## src/rtl/si_pkg.sv

```systemverilog
// Shared space-invaders constants: screen and ship geometry, enemy grid size,
// shot geometry/colour and the enemy-shot FSM state encoding.
package si_pkg;

  localparam int SCREEN_W   = 640;
  localparam int SCREEN_H   = 480;
  localparam int SHIP_Y     = 440;
  localparam int SHIP_W     = 40;
  localparam int SHIP_H     = 20;
  localparam int N_ENEMY    = 24;
  localparam int ENEMY_H    = 30;
  localparam int SHOT_W     = 4;
  localparam int SHOT_H     = 12;
  localparam int SPEED      = 4;
  localparam int COOLDOWN   = 60;
  localparam int SHOT_X_OFS = 8;

  localparam logic [7:0] SHOT_R = 8'hFF;
  localparam logic [7:0] SHOT_G = 8'h40;
  localparam logic [7:0] SHOT_B = 8'h00;

  typedef enum logic [2:0] {
    IDLE   = 3'd0,
    SELECT = 3'd1,
    WAIT   = 3'd2,
    CHECK  = 3'd3,
    FLY    = 3'd4,
    HIT    = 3'd5
  } state_t;

  // Unsigned 11-bit add that clamps at 2047 instead of wrapping.
  function automatic logic [10:0] sat_add11(input logic [10:0] a, input logic [10:0] b);
    logic [11:0] s;
    s = {1'b0, a} + {1'b0, b};
    return s[11] ? 11'h7FF : s[10:0];
  endfunction

endpackage

```

## src/rtl/rect_overlap.sv

```systemverilog
// Combinational axis-aligned bounding-box overlap test of rectangles a and b.
// Edges are half-open: a rectangle covers [x, x+w) by [y, y+h).
module rect_overlap #(
  parameter int W = 11
) (
  input  logic [W-1:0] a_x,
  input  logic [W-1:0] a_y,
  input  logic [W-1:0] a_w,
  input  logic [W-1:0] a_h,
  input  logic [W-1:0] b_x,
  input  logic [W-1:0] b_y,
  input  logic [W-1:0] b_w,
  input  logic [W-1:0] b_h,
  output logic         overlap
);

  logic [W:0] a_r, a_b, b_r, b_b;

  always_comb begin
    // One extra bit keeps the far edges from wrapping near the top of the range.
    a_r = {1'b0, a_x} + {1'b0, a_w};
    a_b = {1'b0, a_y} + {1'b0, a_h};
    b_r = {1'b0, b_x} + {1'b0, b_w};
    b_b = {1'b0, b_y} + {1'b0, b_h};
    overlap = (a_r > {1'b0, b_x}) && ({1'b0, a_x} < b_r) &&
              (a_b > {1'b0, b_y}) && ({1'b0, a_y} < b_b);
  end

endmodule

```

## src/rtl/enemy_shot.sv

```systemverilog
// Enemy projectile engine: cooldown, pseudo-random live-enemy pick, downward
// flight, ship hit detection and shot pixel colour. Build option: ENEMY_SHOT_ACCEL_EN.
module enemy_shot
  import si_pkg::*;
(
  input  logic               clk,
  input  logic               reset,
  input  logic [9:0]         h_counter,
  input  logic [9:0]         v_counter,
  input  logic               frame_tick,
  input  logic               game_run,
  input  logic [31:0]        rand_val,
  input  logic [N_ENEMY-1:0] enemy_alive,
  output logic [4:0]         sel_id,
  input  logic [10:0]        sel_posX,
  input  logic [10:0]        sel_posY,
  input  logic [10:0]        posX_Nave,
  input  logic               vivo_jogador,
  output logic [10:0]        posX_Municao2,
  output logic [10:0]        posY_Municao2,
  output logic               tiro_ativo_inimigo,
  output logic               hit_jogador,
  output logic [7:0]         R,
  output logic [7:0]         G,
  output logic [7:0]         B,
  output state_t             state_dbg
);

  localparam logic [10:0] SCREEN_H_11 = 11'(SCREEN_H);
  localparam logic [10:0] ENEMY_H_11  = 11'(ENEMY_H);
  localparam logic [10:0] X_OFS_11    = 11'(SHOT_X_OFS);
  localparam logic [6:0]  COOL_7      = 7'(COOLDOWN);
  localparam logic [4:0]  N_ID        = 5'(N_ENEMY);
  localparam logic [4:0]  LAST_ID     = 5'(N_ENEMY - 1);

  state_t      state, state_n;
  logic [6:0]  cooldown, cool_n;
  logic [4:0]  sel_q, sel_n, attempts, att_n, pick;
  logic [10:0] pos_x, pos_y, x_n, y_n, step;
  logic        active, act_n, pend, pend_n;
  logic        overlap, hit_now, draw;
  logic [11:0] h12, v12, x12, y12;
  logic [7:0]  r_q, g_q, b_q;

  wire unused_rand = ^rand_val[31:5];

`ifdef ENEMY_SHOT_ACCEL_EN
  logic [4:0] alive_cnt;

  always_ff @(posedge clk or negedge reset) begin
    if (!reset)          alive_cnt <= N_ID;
    else if (frame_tick) alive_cnt <= 5'($countones(enemy_alive));
  end

  always_comb begin
    if (alive_cnt < 5'd3)      step = 11'(SPEED + 4);
    else if (alive_cnt < 5'd8) step = 11'(SPEED + 2);
    else                       step = 11'(SPEED);
  end
`else
  assign step = 11'(SPEED);
`endif

  assign pick = (rand_val[4:0] >= N_ID) ? (rand_val[4:0] - N_ID) : rand_val[4:0];

  rect_overlap #(.W(11)) u_ship_hit (
    .a_x     (pos_x),
    .a_y     (pos_y),
    .a_w     (11'(SHOT_W)),
    .a_h     (11'(SHOT_H)),
    .b_x     (posX_Nave),
    .b_y     (11'(SHIP_Y)),
    .b_w     (11'(SHIP_W)),
    .b_h     (11'(SHIP_H)),
    .overlap (overlap)
  );

  assign hit_now = overlap && vivo_jogador;

  always_comb begin
    state_n = state;
    cool_n  = cooldown;
    sel_n   = sel_q;
    att_n   = attempts;
    x_n     = pos_x;
    y_n     = pos_y;
    act_n   = active;
    pend_n  = pend;
    case (state)
      IDLE: begin
        if (frame_tick && vivo_jogador && cooldown != 7'd0) cool_n = cooldown - 7'd1;
        if (cooldown == 7'd0 && vivo_jogador) state_n = SELECT;
      end
      SELECT: begin
        sel_n   = pick;
        att_n   = 5'd0;
        state_n = WAIT;
      end
      WAIT: state_n = CHECK;
      CHECK: begin
        if (enemy_alive[sel_q]) begin
          x_n     = sel_posX + X_OFS_11;
          y_n     = sat_add11(sel_posY, ENEMY_H_11);
          act_n   = 1'b1;
          pend_n  = 1'b0;
          state_n = FLY;
        end else if (attempts == LAST_ID) begin
          cool_n  = COOL_7;
          state_n = IDLE;
        end else begin
          sel_n   = (sel_q == LAST_ID) ? 5'd0 : sel_q + 5'd1;
          att_n   = attempts + 5'd1;
          state_n = WAIT;
        end
      end
      FLY: begin
        // The hit/retire test looks at the position written on the previous tick.
        if (pend) begin
          pend_n = 1'b0;
          if (hit_now) begin
            act_n   = 1'b0;
            state_n = HIT;
          end else if (pos_y >= SCREEN_H_11) begin
            act_n   = 1'b0;
            cool_n  = COOL_7;
            state_n = IDLE;
          end
        end
        if (frame_tick && state_n == FLY) begin
          y_n    = sat_add11(pos_y, step);
          pend_n = 1'b1;
        end
      end
      HIT: begin
        cool_n  = COOL_7;
        state_n = IDLE;
      end
      default: state_n = IDLE;
    endcase
    if (!game_run) begin
      state_n = IDLE;
      act_n   = 1'b0;
      pend_n  = 1'b0;
      cool_n  = COOL_7;
    end
  end

  always_ff @(posedge clk or negedge reset) begin
    if (!reset) begin
      state    <= IDLE;
      cooldown <= COOL_7;
      sel_q    <= 5'd0;
      attempts <= 5'd0;
      pos_x    <= 11'd0;
      pos_y    <= 11'd0;
      active   <= 1'b0;
      pend     <= 1'b0;
    end else begin
      state    <= state_n;
      cooldown <= cool_n;
      sel_q    <= sel_n;
      attempts <= att_n;
      pos_x    <= x_n;
      pos_y    <= y_n;
      active   <= act_n;
      pend     <= pend_n;
    end
  end

  always_comb begin
    h12  = {2'b00, h_counter};
    v12  = {2'b00, v_counter};
    x12  = {1'b0, pos_x};
    y12  = {1'b0, pos_y};
    draw = active &&
           (h12 >= x12) && (h12 < x12 + 12'(SHOT_W)) &&
           (v12 >= y12) && (v12 < y12 + 12'(SHOT_H));
  end

  always_ff @(posedge clk or negedge reset) begin
    if (!reset) begin
      r_q <= 8'h00;
      g_q <= 8'h00;
      b_q <= 8'h00;
    end else begin
      r_q <= draw ? SHOT_R : 8'h00;
      g_q <= draw ? SHOT_G : 8'h00;
      b_q <= draw ? SHOT_B : 8'h00;
    end
  end

  assign sel_id             = sel_q;
  assign posX_Municao2      = pos_x;
  assign posY_Municao2      = pos_y;
  assign tiro_ativo_inimigo = active;
  assign hit_jogador        = (state == HIT);
  assign R                  = r_q;
  assign G                  = g_q;
  assign B                  = b_q;
  assign state_dbg          = state;

endmodule

```

## config.mk

```make
export PLATFORM = sky130hd
export DESIGN_NAME = enemy_shot
export DESIGN_NICKNAME = d
export VERILOG_FILES = /design/src/rtl/si_pkg.sv /design/src/rtl/rect_overlap.sv /design/src/rtl/enemy_shot.sv
export SDC_FILE = /design/constraint.sdc
export NUM_CORES = 1
export LEC_CHECK = 0
export CORE_ASPECT_RATIO = 0.8
export CORE_UTILIZATION = 47
export CTS_CLUSTER_SIZE = 20
export DETAILED_ROUTE_END_ITERATION = 12
export PLACE_DENSITY = 0.85
export SLEW_MARGIN = 20
export SYNTH_ARGS = -nofsm -noshare
export SYNTH_HDL_FRONTEND = slang
export SYNTH_SLANG_ARGS = --single-unit
```

## constraint.sdc

```tcl
create_clock -name clk -period 3.7 [get_ports clk]
set_clock_uncertainty 0.15 [all_clocks]
set_input_delay 1.11 -clock clk [delete_from_list [all_inputs] [get_ports clk]]
set_output_delay 1.11 -clock clk [all_outputs]
set_load 0.01 [all_outputs]
```

; Word-level counts from Yosys, hierarchy flattened
; Cells that the tools add are included.
[totals]
input_bits = 114
regBits = 59
out_inout_bits = 56
elab_cells = 121
[classes]
mux = 44
eq_ne = 23
addsub = 10
n_lt_le_gt_ge = 11
reduce_logical = 23
[op_table]
columns = cell, count
row1 = $mux W7, 8
row2 = $mux W11, 4
row3 = $mux W5, 6
row4 = $pmux W7 S4, 1
row5 = $add A11 B3 Y12 const B, 2
row6 = $lt A10 B12 Y1, 2
row7 = $ne A3 B3 Y1 const B, 8
row8 = $ge A10 B11 Y1, 2
row9 = $pmux W11 S2, 1
row10 = $mux W3, 7
row11 = $pmux W5 S2, 2
row12 = $pmux W3 S5, 1
row13 = $add A11 B4 Y12 const B, 1
row14 = $add A11 B5 Y12 const B, 1
row15 = $add A11 B6 Y12 const B, 1
row16 = $gt A12 B11 Y1, 1
row17 = $gt A12 B9 Y1 const B, 1
row18 = $logic_and A1 B1 Y1, 12
row19 = $lt A11 B12 Y1, 1
row20 = $add A11 B4 Y11 const B, 1
row21 = $ge A11 B9 Y1 const B, 1
row22 = $lt A11 B9 Y1 const B, 1
row23 = $add A5 B1 Y5 const B, 2
row24 = $eq A5 B5 Y1 const B, 2
row25 = 24 further kinds, 42

; Longest topological paths before layout
; Gate-level depths: netlist of run 1.
[logic_depth]
depth_word = 14
depth_mapped = 13

; Cells and area by module
; A second synthesis of run 1 with hierarchy kept.
[hier_totals]
cells_unflattened = 864
area_unflattened_um2 = 7033.0
[by_module_without_submodules]
columns = module, seq_area_each_um2, cells_each, instances, area_per_inst_um2
row1 = enemy_shot, 1131.1, 501, 1, 4222.8
row2 = rect_overlap, 0.0, 363, 1, 2810.2

; Worst setup path before layout of run 1
; Ideal clock, no wire load.
[synth_timing]
kind = input to register
startpoint = in posX_Nave[3]
endpoint = reg pos_y[9], in the netlist posY_Municao2[9]
path_slack_ns = 0.381
path_buffers = 1
arrival_ns = 3.106
setup_ns = 0.063
stages = 11
t_required_ns = 3.487
path_cell_list = ha_1 > o21ai_0 > xnor2_1 > ha_1 > a21oi_1 > o21ai_0 > o21ai_0 > nand4_4 > a21o_1 > buf_6 > o2bb2a_4
[synth_between]
elab_chain_len = 13
elab_cells_between_ends = 14
[synth_rtl]
columns = item, line_no
row1 = "start, declared", enemy_shot.sv:17  ; input logic [10:0] posX_Nave,
row2 = $add A11 B6 Y12, rect_overlap.sv:23  ; b_r = {1'b0, b_x} + {1'b0, b_w};
row3 = $lt A11 B12 Y1, rect_overlap.sv:25  ; overlap = (a_r > {1'b0, b_x}) && ({1'b0, a_x} < b_r) &&
row4 = $logic_and A1 B1 Y1 * (2 in a row), rect_overlap.sv:25
row5 = $logic_and A1 B1 Y1 *, rect_overlap.sv:26  ; (a_b > {1'b0, b_y}) && ({1'b0, a_y} < b_b);
row6 = $logic_and A1 B1 Y1 *, enemy_shot.sv:78  ; assign hit_now = overlap && vivo_jogador;
row7 = $mux W3 *, enemy_shot.sv:120  ; if (hit_now) begin
row8 = $mux W3 *, enemy_shot.sv:118  ; if (pend) begin
row9 = $mux W3 *, enemy_shot.sv:89  ; case (state)
row10 = $eq A3 B3 Y1 *, enemy_shot.sv:129  ; if (frame_tick && state_n == FLY) begin
row11 = $logic_and A1 B1 Y1 *, enemy_shot.sv:129
row12 = $ne A2 B2 Y1 (no line) *, n/a
row13 = $reduce_and A3 Y1 (no line) *, n/a
row14 = "end signal, assigned", enemy_shot.sv:164  ; pos_y <= y_n;
row15 = "end, declared", enemy_shot.sv:39  ; logic [10:0] pos_x, pos_y, x_n, y_n, step;
; Mark *: on every way between the ends. The rest lies on a longest branch, timed or not. The select of a mux whose other input is x is not followed.
; A chain may end at the register's enable or synchronous reset.

; Final worst setup path of run 1
[layout_timing]
startpoint = in posX_Nave[4]
endpoint = reg cooldown[0]
[layout_between]
elab_chain_len = 8
elab_cells_between_ends = 9
[layout_rtl]
columns = item, line_no
row1 = $add A11 B6 Y12, rect_overlap.sv:23
row2 = $lt A11 B12 Y1, rect_overlap.sv:25
row3 = $logic_and A1 B1 Y1 * (2 in a row), rect_overlap.sv:25
row4 = $logic_and A1 B1 Y1 *, rect_overlap.sv:26
row5 = $logic_and A1 B1 Y1 *, enemy_shot.sv:78
row6 = $ne A3 B3 Y1 (no line) *, n/a
row7 = $reduce_and A7 Y1 (no line) *, n/a
row8 = "end signal, assigned", enemy_shot.sv:160  ; cooldown <= cool_n;
row9 = "end, declared", enemy_shot.sv:37  ; logic [6:0] cooldown, cool_n;
; Mark *: on every way between the ends. The rest lies on a longest branch, timed or not.

==> flow_summary_export.csv, run 1 <==
group,metric,value,unit
grt,grt_pass1_vias,4981,
final_layout,drive_gt1_share,10.3,%
sta,relSlewSlack,50.4,%
power,internal_power,1.01,mW
die,num_rows,33,
critical_path,worstSetupStartpointType,"input pin",
grt,track_usage,25.7,%
sta,finalCriticalPeriod,3.54,ns
sta,fin_crit_sh,95.8,%
cts,htree_levels,2,
power,seq_power_share,37.7,%
final_layout,final-instance-count-excl-fill,886,
route,wirelength,14.4,mm
grt,grt_antenna_before_repair,0,
power,p_total,1.36,mW
synth,synth.distinct_cells,73,
die,die_w,118,um
synth,synth_edf_count,0,
sta,finalSetupViolations,0,
final_layout,final_cell_mix,"clkdlybuf4s50_1 (126), ha_1 (66), inv_1 (55), nand2_1 (43), nor2_1 (43)",
critical_path,critPathKind,"in -> reg",
final_layout,diodes,0,
power,switching_share,26.1,%
synth,syn_avg_cell_area,8.29,um^2
power,leakagePower,2.86,nW
sta,holdWs,0.358,ns
run_status,status,"complete, no violations",
route,dr_total_vias,5137,
grt,grt-ovfl-total,0,
route,firstDrtPassIters,5,
route,ant_nets,0,
route,drc,0,
route,wire_per_inst,16.2,um
sta,hold_violations,0,
synth,ys_seq_area_share,22.3,%
final_layout,syn_to_final_growth,32.3,%
cts,cts_hold_buffers,0,
placed_design,placed_cells_incl_taps,877,
sta,fmax,282,MHz
grt,grt_pass1_wl,23.3,mm
cts,clockBufferDepth,2,
die,die_h,94.9,um
power,combPwrFrac,22.7,%
cts,clock-sinks,45,
critical_path,cp.required,3.73,ns
die,core_area,10400,um^2
final_layout,final_nets,926,
cts,cts_tree,"built",
final_layout,fin_util,64.7,%
critical_path,crit_arrival,3.58,ns
route,drt_iter0_drc,440,
hold_path,hold_class,"reg -> reg",
die,start_util,48.9,%
cts,clk_latency,0.29,ns
placed_design,dpl.hpwl,11.6,mm
sta,rsz0062_at_grt,"false",
power,netSwitchingPower,356,uW
die,ios,170,
critical_path,cp-end-kind,"flop",
power,pwr-share-clk,39.6,%
synth,async_flop_share,100,%
cts,cts-buffers-inserted,5,
final_layout,final_common_cell,"clkdlybuf4s50_1",
critical_path,critPathMaxFanout,7,
synth,syn_inst,611,
synth,ys_warn_count,0,
placed_design,place_congestion,0.934,
sta,drv_slew,0,
cts,cts.clk_slew.worst_paths,0.06,ns
synth,ys.flop_type,"dfrtp_1",
die,die_area,11200,um^2
sta,worst_slew_pin_slew,0.743,ns
synth,synth_seq_cells,45,
cts,cts-root-buf,"clkbuf_16",
synth,syn_area,5060,um^2
power,p_per_area,204,nW/um^2
placed_design,portBuffers,127,
power,vdd_drop_max,0.000137,V
grt,grt_max_degree,46,
sta,fin_setup_tns,0,ns
run,drv_cap,0,
route,via_per_inst,5.80,
[timing repair]
action | in CTS | in global routing
gates cloned | 0 | 0
resized for setup | 1 | 8
pin swaps | 1 | 2
setup endpoints to repair | 2 | 20
buffers inserted | 1 | 0
[synth_stat cells (3+ instances only)]
cell | n | share of area [%]
dfrtp_1 | 41 | 20
a21oi_1 | 35 | 3.5
inv_1 | 55 | 4.1
a21o_1 | 6 | 0.89
clkbuf_1 | 6 | 0.44
a31oi_1 | 6 | 0.74
buf_4 | 27 | 4.0
o21a_1 | 5 | 0.74
nor2_1 | 43 | 3.2
a211oi_1 | 10 | 1.5
ha_1 | 67 | 17
o2111ai_1 | 3 | 0.52
nand3_1 | 28 | 2.8
nand4_1 | 12 | 1.5
xnor2_1 | 21 | 3.6
nor3b_1 | 3 | 0.44
nor4_1 | 3 | 0.37
or2_2 | 5 | 0.62
o22ai_1 | 6 | 0.74
mux2i_1 | 9 | 1.8
mux2_2 | 11 | 2.4
o41ai_1 | 5 | 0.86
o21ai_0 | 38 | 3.8
o211ai_1 | 5 | 0.74
nor2b_1 | 9 | 1.1
nand2_1 | 43 | 3.2
buf_2 | 6 | 0.59
nor4_2 | 3 | 0.74
xor2_1 | 13 | 2.2
nor3_1 | 10 | 0.99
nand2b_1 | 13 | 1.6
dfstp_2 | 4 | 2.1
and3_1 | 5 | 0.62
o31ai_1 | 3 | 0.44
[worst paths after layout]
kind | depth (start not counted) | from | slack, ns | to
min in group asynchronous | 1 | reset | 0.68 | attempts[1]
worst max register to register | 14 | posX_Municao2[3] | 0.32 | cooldown[0]
worst min-delay path | 2 | cooldown[2] | 0.36 | cooldown[2]
max in group asynchronous | 1 | reset | 2.29 | posX_Municao2[10]
worst min register to register | 2 | cooldown[2] | 0.36 | cooldown[2]
worst max-delay path | 13 | posX_Nave[4] | 0.16 | cooldown[0]
[worst max-delay path, cell delays in order]
cell and delay [ns]:
clkdlybuf4s50_1 0.49, ha_2 0.22, o2111ai_1 0.13, xnor2_1 0.15
ha_1 0.30, nand3_1 0.09, a21oi_2 0.17, nor3_1 0.07
buf_4 0.15, a41oi_2 0.16, o211ai_2 0.10, buf_4 0.18
a31o_2 0.24
[power groups by stage]
stage	combinational (mW)	clock (mW)	sequential [mW]
6_report	0.309	0.541	0.515
3_3_place_gp	0.290	0	0.522
5_1_grt	0.340	0.559	0.515
2_1_floorplan	0.151	0	0.519
3_5_place_dp	0.304	0	0.523
4_1_cts	0.307	0.547	0.514
[cell families (layout without fill, tap and decap cells)]
logic type               count (synthesis)  in the layout  synth area share, %
AND/OR/NAND/NOR                        193            193                 20.1
AO/OA/AOI/OAI                          153            153                 20.7
buffers and inverters                   96            217                 9.41
adder cells (fa/ha/maj)                 67             67                 16.6
flip-flops                              45             45                 22.3
XOR/XNOR                                34             34                 5.88
multiplexers                            22             22                 4.97
other                                    1             15               0.0740
[layout make-up]
cell class                      count  area (um^2)
Fill cell                         853         3660
Tap cell                          140          175
Inverter                           56          210
Clock buffer                        7          143
Multi-Input combinational cell    484         3550
Clock inverter                      1         30.0
Timing Repair Buffer              153         1460
Sequential cell                    45         1130
[registers in the layout, indices dropped and copies added, names as in the netlist]
signal              cells
R                       1
attempts                5
cooldown                7
pend                    1
posX_Municao2          11
posY_Municao2          11
sel_id                  5
state_dbg               3
tiro_ativo_inimigo      1
[per-layer routing]
layer  part of all wire, %  wire, um  global-route usage, %
met5                     0         0                      0
met4                   1.5       219                   6.30
met3                   5.9       846                   4.41
met2                    48      6900                   46.4
met1                    45      6420                   31.9
[metrics by stage]
stage	worst slack (ns)	area, um^2
2_1_floorplan	0.381	5120
3_3_place_gp	-0.207	6490
3_5_place_dp	-0.297	6490
4_1_cts	0.0546	6670
5_1_grt	0.0170	6700
6_report	0.155	6700
Power figures use the tool's default switching activity.
==> inputs of run 2 (changes only) <==
--- a/config.mk
+++ b/config.mk
@@ -11,2 +11,3 @@
 export DETAILED_ROUTE_END_ITERATION = 12
+export GPL_TIMING_DRIVEN = 0
 export PLACE_DENSITY = 0.85
@@ -16 +17,2 @@
 export SYNTH_SLANG_ARGS = --single-unit
+export TNS_END_PERCENT = 100
--- a/constraint.sdc
+++ b/constraint.sdc
@@ -4,2 +4,2 @@
 set_output_delay 1.11 -clock clk [all_outputs]
-set_load 0.01 [all_outputs]
+set_load 0.1 [all_outputs]
==> run 2 against run 1 <==
First-iteration DRC count down 15%. Global-route usage up 0.38 points. Sequential share of layout area down 0.32 points. Sequential power about the same. Setup slack better by 0.018 ns. Flip-flop and latch count unchanged. Total power up 3.4%. Routed wire length down 0.76%. Clock power down 7.0%. Highest routed layer unchanged.
==> flow_summary_export.csv, run 2 (synthesis gave the netlist of run 1 again) <==
group,metric,value,unit
die,die_area,11200,um^2
power,vdd_drop_max,0.000172,V
power,combPwrFrac,28.1,%
die,die_w,118,um
cts,cts.clk_slew.worst_paths,0.07,ns
die,ios,170,
run,drv_cap,0,
run_status,status,"complete, no violations",
route,via_per_inst,5.64,
grt,grt_pass1_vias,4965,
die,num_rows,33,
sta,relSlewSlack,31.1,%
cts,clk_latency,0.29,ns
grt,track_usage,26.1,%
cts,htree_levels,2,
sta,fmax,284,MHz
route,wirelength,14.3,mm
route,drt_iter0_drc,375,
cts,cts_tree,"built",
die,die_h,94.9,um
power,netSwitchingPower,416,uW
final_layout,drive_gt1_share,12.4,%
sta,finalCriticalPeriod,3.53,ns
critical_path,worstSetupStartpointType,"input pin",
route,dr_total_vias,5100,
sta,fin_crit_sh,95.3,%
critical_path,critPathMaxFanout,9,
cts,clockBufferDepth,2,
die,core_area,10400,um^2
power,pwr-share-clk,35.6,%
placed_design,place_congestion,0.916,
final_layout,final_common_cell,"clkdlybuf4s50_1",
sta,worst_slew_pin_slew,1.02,ns
power,leakagePower,3.00,nW
route,wire_per_inst,15.8,um
sta,drv_slew,0,
power,p_per_area,206,nW/um^2
critical_path,cp-end-kind,"flop",
sta,rsz0062_at_grt,"false",
sta,holdWs,0.352,ns
grt,grt_pass1_wl,23.7,mm
sta,finalSetupViolations,0,
final_layout,final-instance-count-excl-fill,905,
cts,cts-buffers-inserted,5,
placed_design,portBuffers,126,
route,firstDrtPassIters,5,
route,ant_nets,0,
cts,cts-root-buf,"clkbuf_16",
critical_path,cp.required,3.75,ns
final_layout,syn_to_final_growth,35.1,%
power,seq_power_share,36.3,%
hold_path,hold_class,"reg -> reg",
sta,hold_violations,0,
cts,clock-sinks,45,
grt,grt_antenna_before_repair,0,
grt,grt_max_degree,33,
power,internal_power,995,uW
grt,grt-ovfl-total,0,
die,start_util,48.9,%
final_layout,final_cell_mix,"clkdlybuf4s50_1 (119), ha_1 (66), inv_1 (55), nand2_1 (43), nor2_1 (42)",
power,p_total,1.41,mW
final_layout,final_nets,945,
placed_design,placed_cells_incl_taps,892,
final_layout,diodes,0,
placed_design,dpl.hpwl,11.6,mm
critical_path,critPathKind,"in -> reg",
route,drc,0,
critical_path,crit_arrival,3.58,ns
power,switching_share,29.5,%
==> run 2: critical path, stage by stage <==
cell	delay [ns]
clkdlybuf4s50_1	0.52
nand4_1	0.13
nor2_1	0.13
xnor2_1	0.13
ha_1	0.27
a21oi_1	0.14
a21oi_1	0.11
nor3_2	0.28
nand4_4	0.21
a21o_1	0.22
buf_6	0.14
mux2i_1	0.17
==> run 2: repair_timing <==
item	in CTS	in global routing
setup buffers	3	2
hold buffers	0	0
endpoints found under the setup margin	21	20
resized for setup	5	12
pin swaps	2	3
==> run 2: final timing paths <==
path | from | end | slack [ns] | depth (start not counted)
min in group asynchronous | reset | posY_Municao2[1] | 0.60 | 1
worst max register to register | posY_Municao2[2] | R[6] | 0.27 | 11
worst min-delay path | cooldown[2] | cooldown[2] | 0.35 | 2
worst max-delay path | posX_Nave[7] | posY_Municao2[3] | 0.17 | 12
max in group asynchronous | reset | cooldown[4] | 2.22 | 2
worst min register to register | cooldown[2] | cooldown[2] | 0.35 | 2
==> run 2: final cells by class <==
type                            count  area (um^2)
Timing Repair Buffer              132         1330
Inverter                           56          210
Multi-Input combinational cell    484         3570
Tap cell                          140          175
Clock inverter                      2         35.0
Sequential cell                    45         1130
Buffer                             40          267
Clock buffer                        6          129
Fill cell                         846         3520
==> run 2: power by group through the flow <==
| stage | combinational (mW) | sequential (mW) | clock [mW] |
|---|---|---|---|
| finish | 0.396 | 0.512 | 0.503 |
| global route | 0.431 | 0.513 | 0.532 |
| CTS | 0.391 | 0.512 | 0.511 |
| detailed placement | 0.387 | 0.521 | 0 |
| global placement | 0.375 | 0.520 | 0 |
| floorplan | 0.211 | 0.539 | 0 |
==> run 2: through the flow <==
stage	TNS (ns)	utilization [%]	cell area [um^2]	setup slack, ns
floorplan	0	-	5120	0.0483
global placement	-10.18	63.3	6560	-0.578
detailed placement	-10.70	63.4	6570	-0.617
CTS	0	65.4	6780	0.0208
global route	0	66.0	6840	0.00408
finish	0	66.0	6840	0.173
==> run 2: metal layers <==
metal	vias to the layer above	part of all wire, %	track usage [%]
met5	-	0	0
met2	183	48	44.7
met1	2420	46	35.2
met3	16	6.0	4.11
li1	2481	-	-
met4	0	0.88	4.27
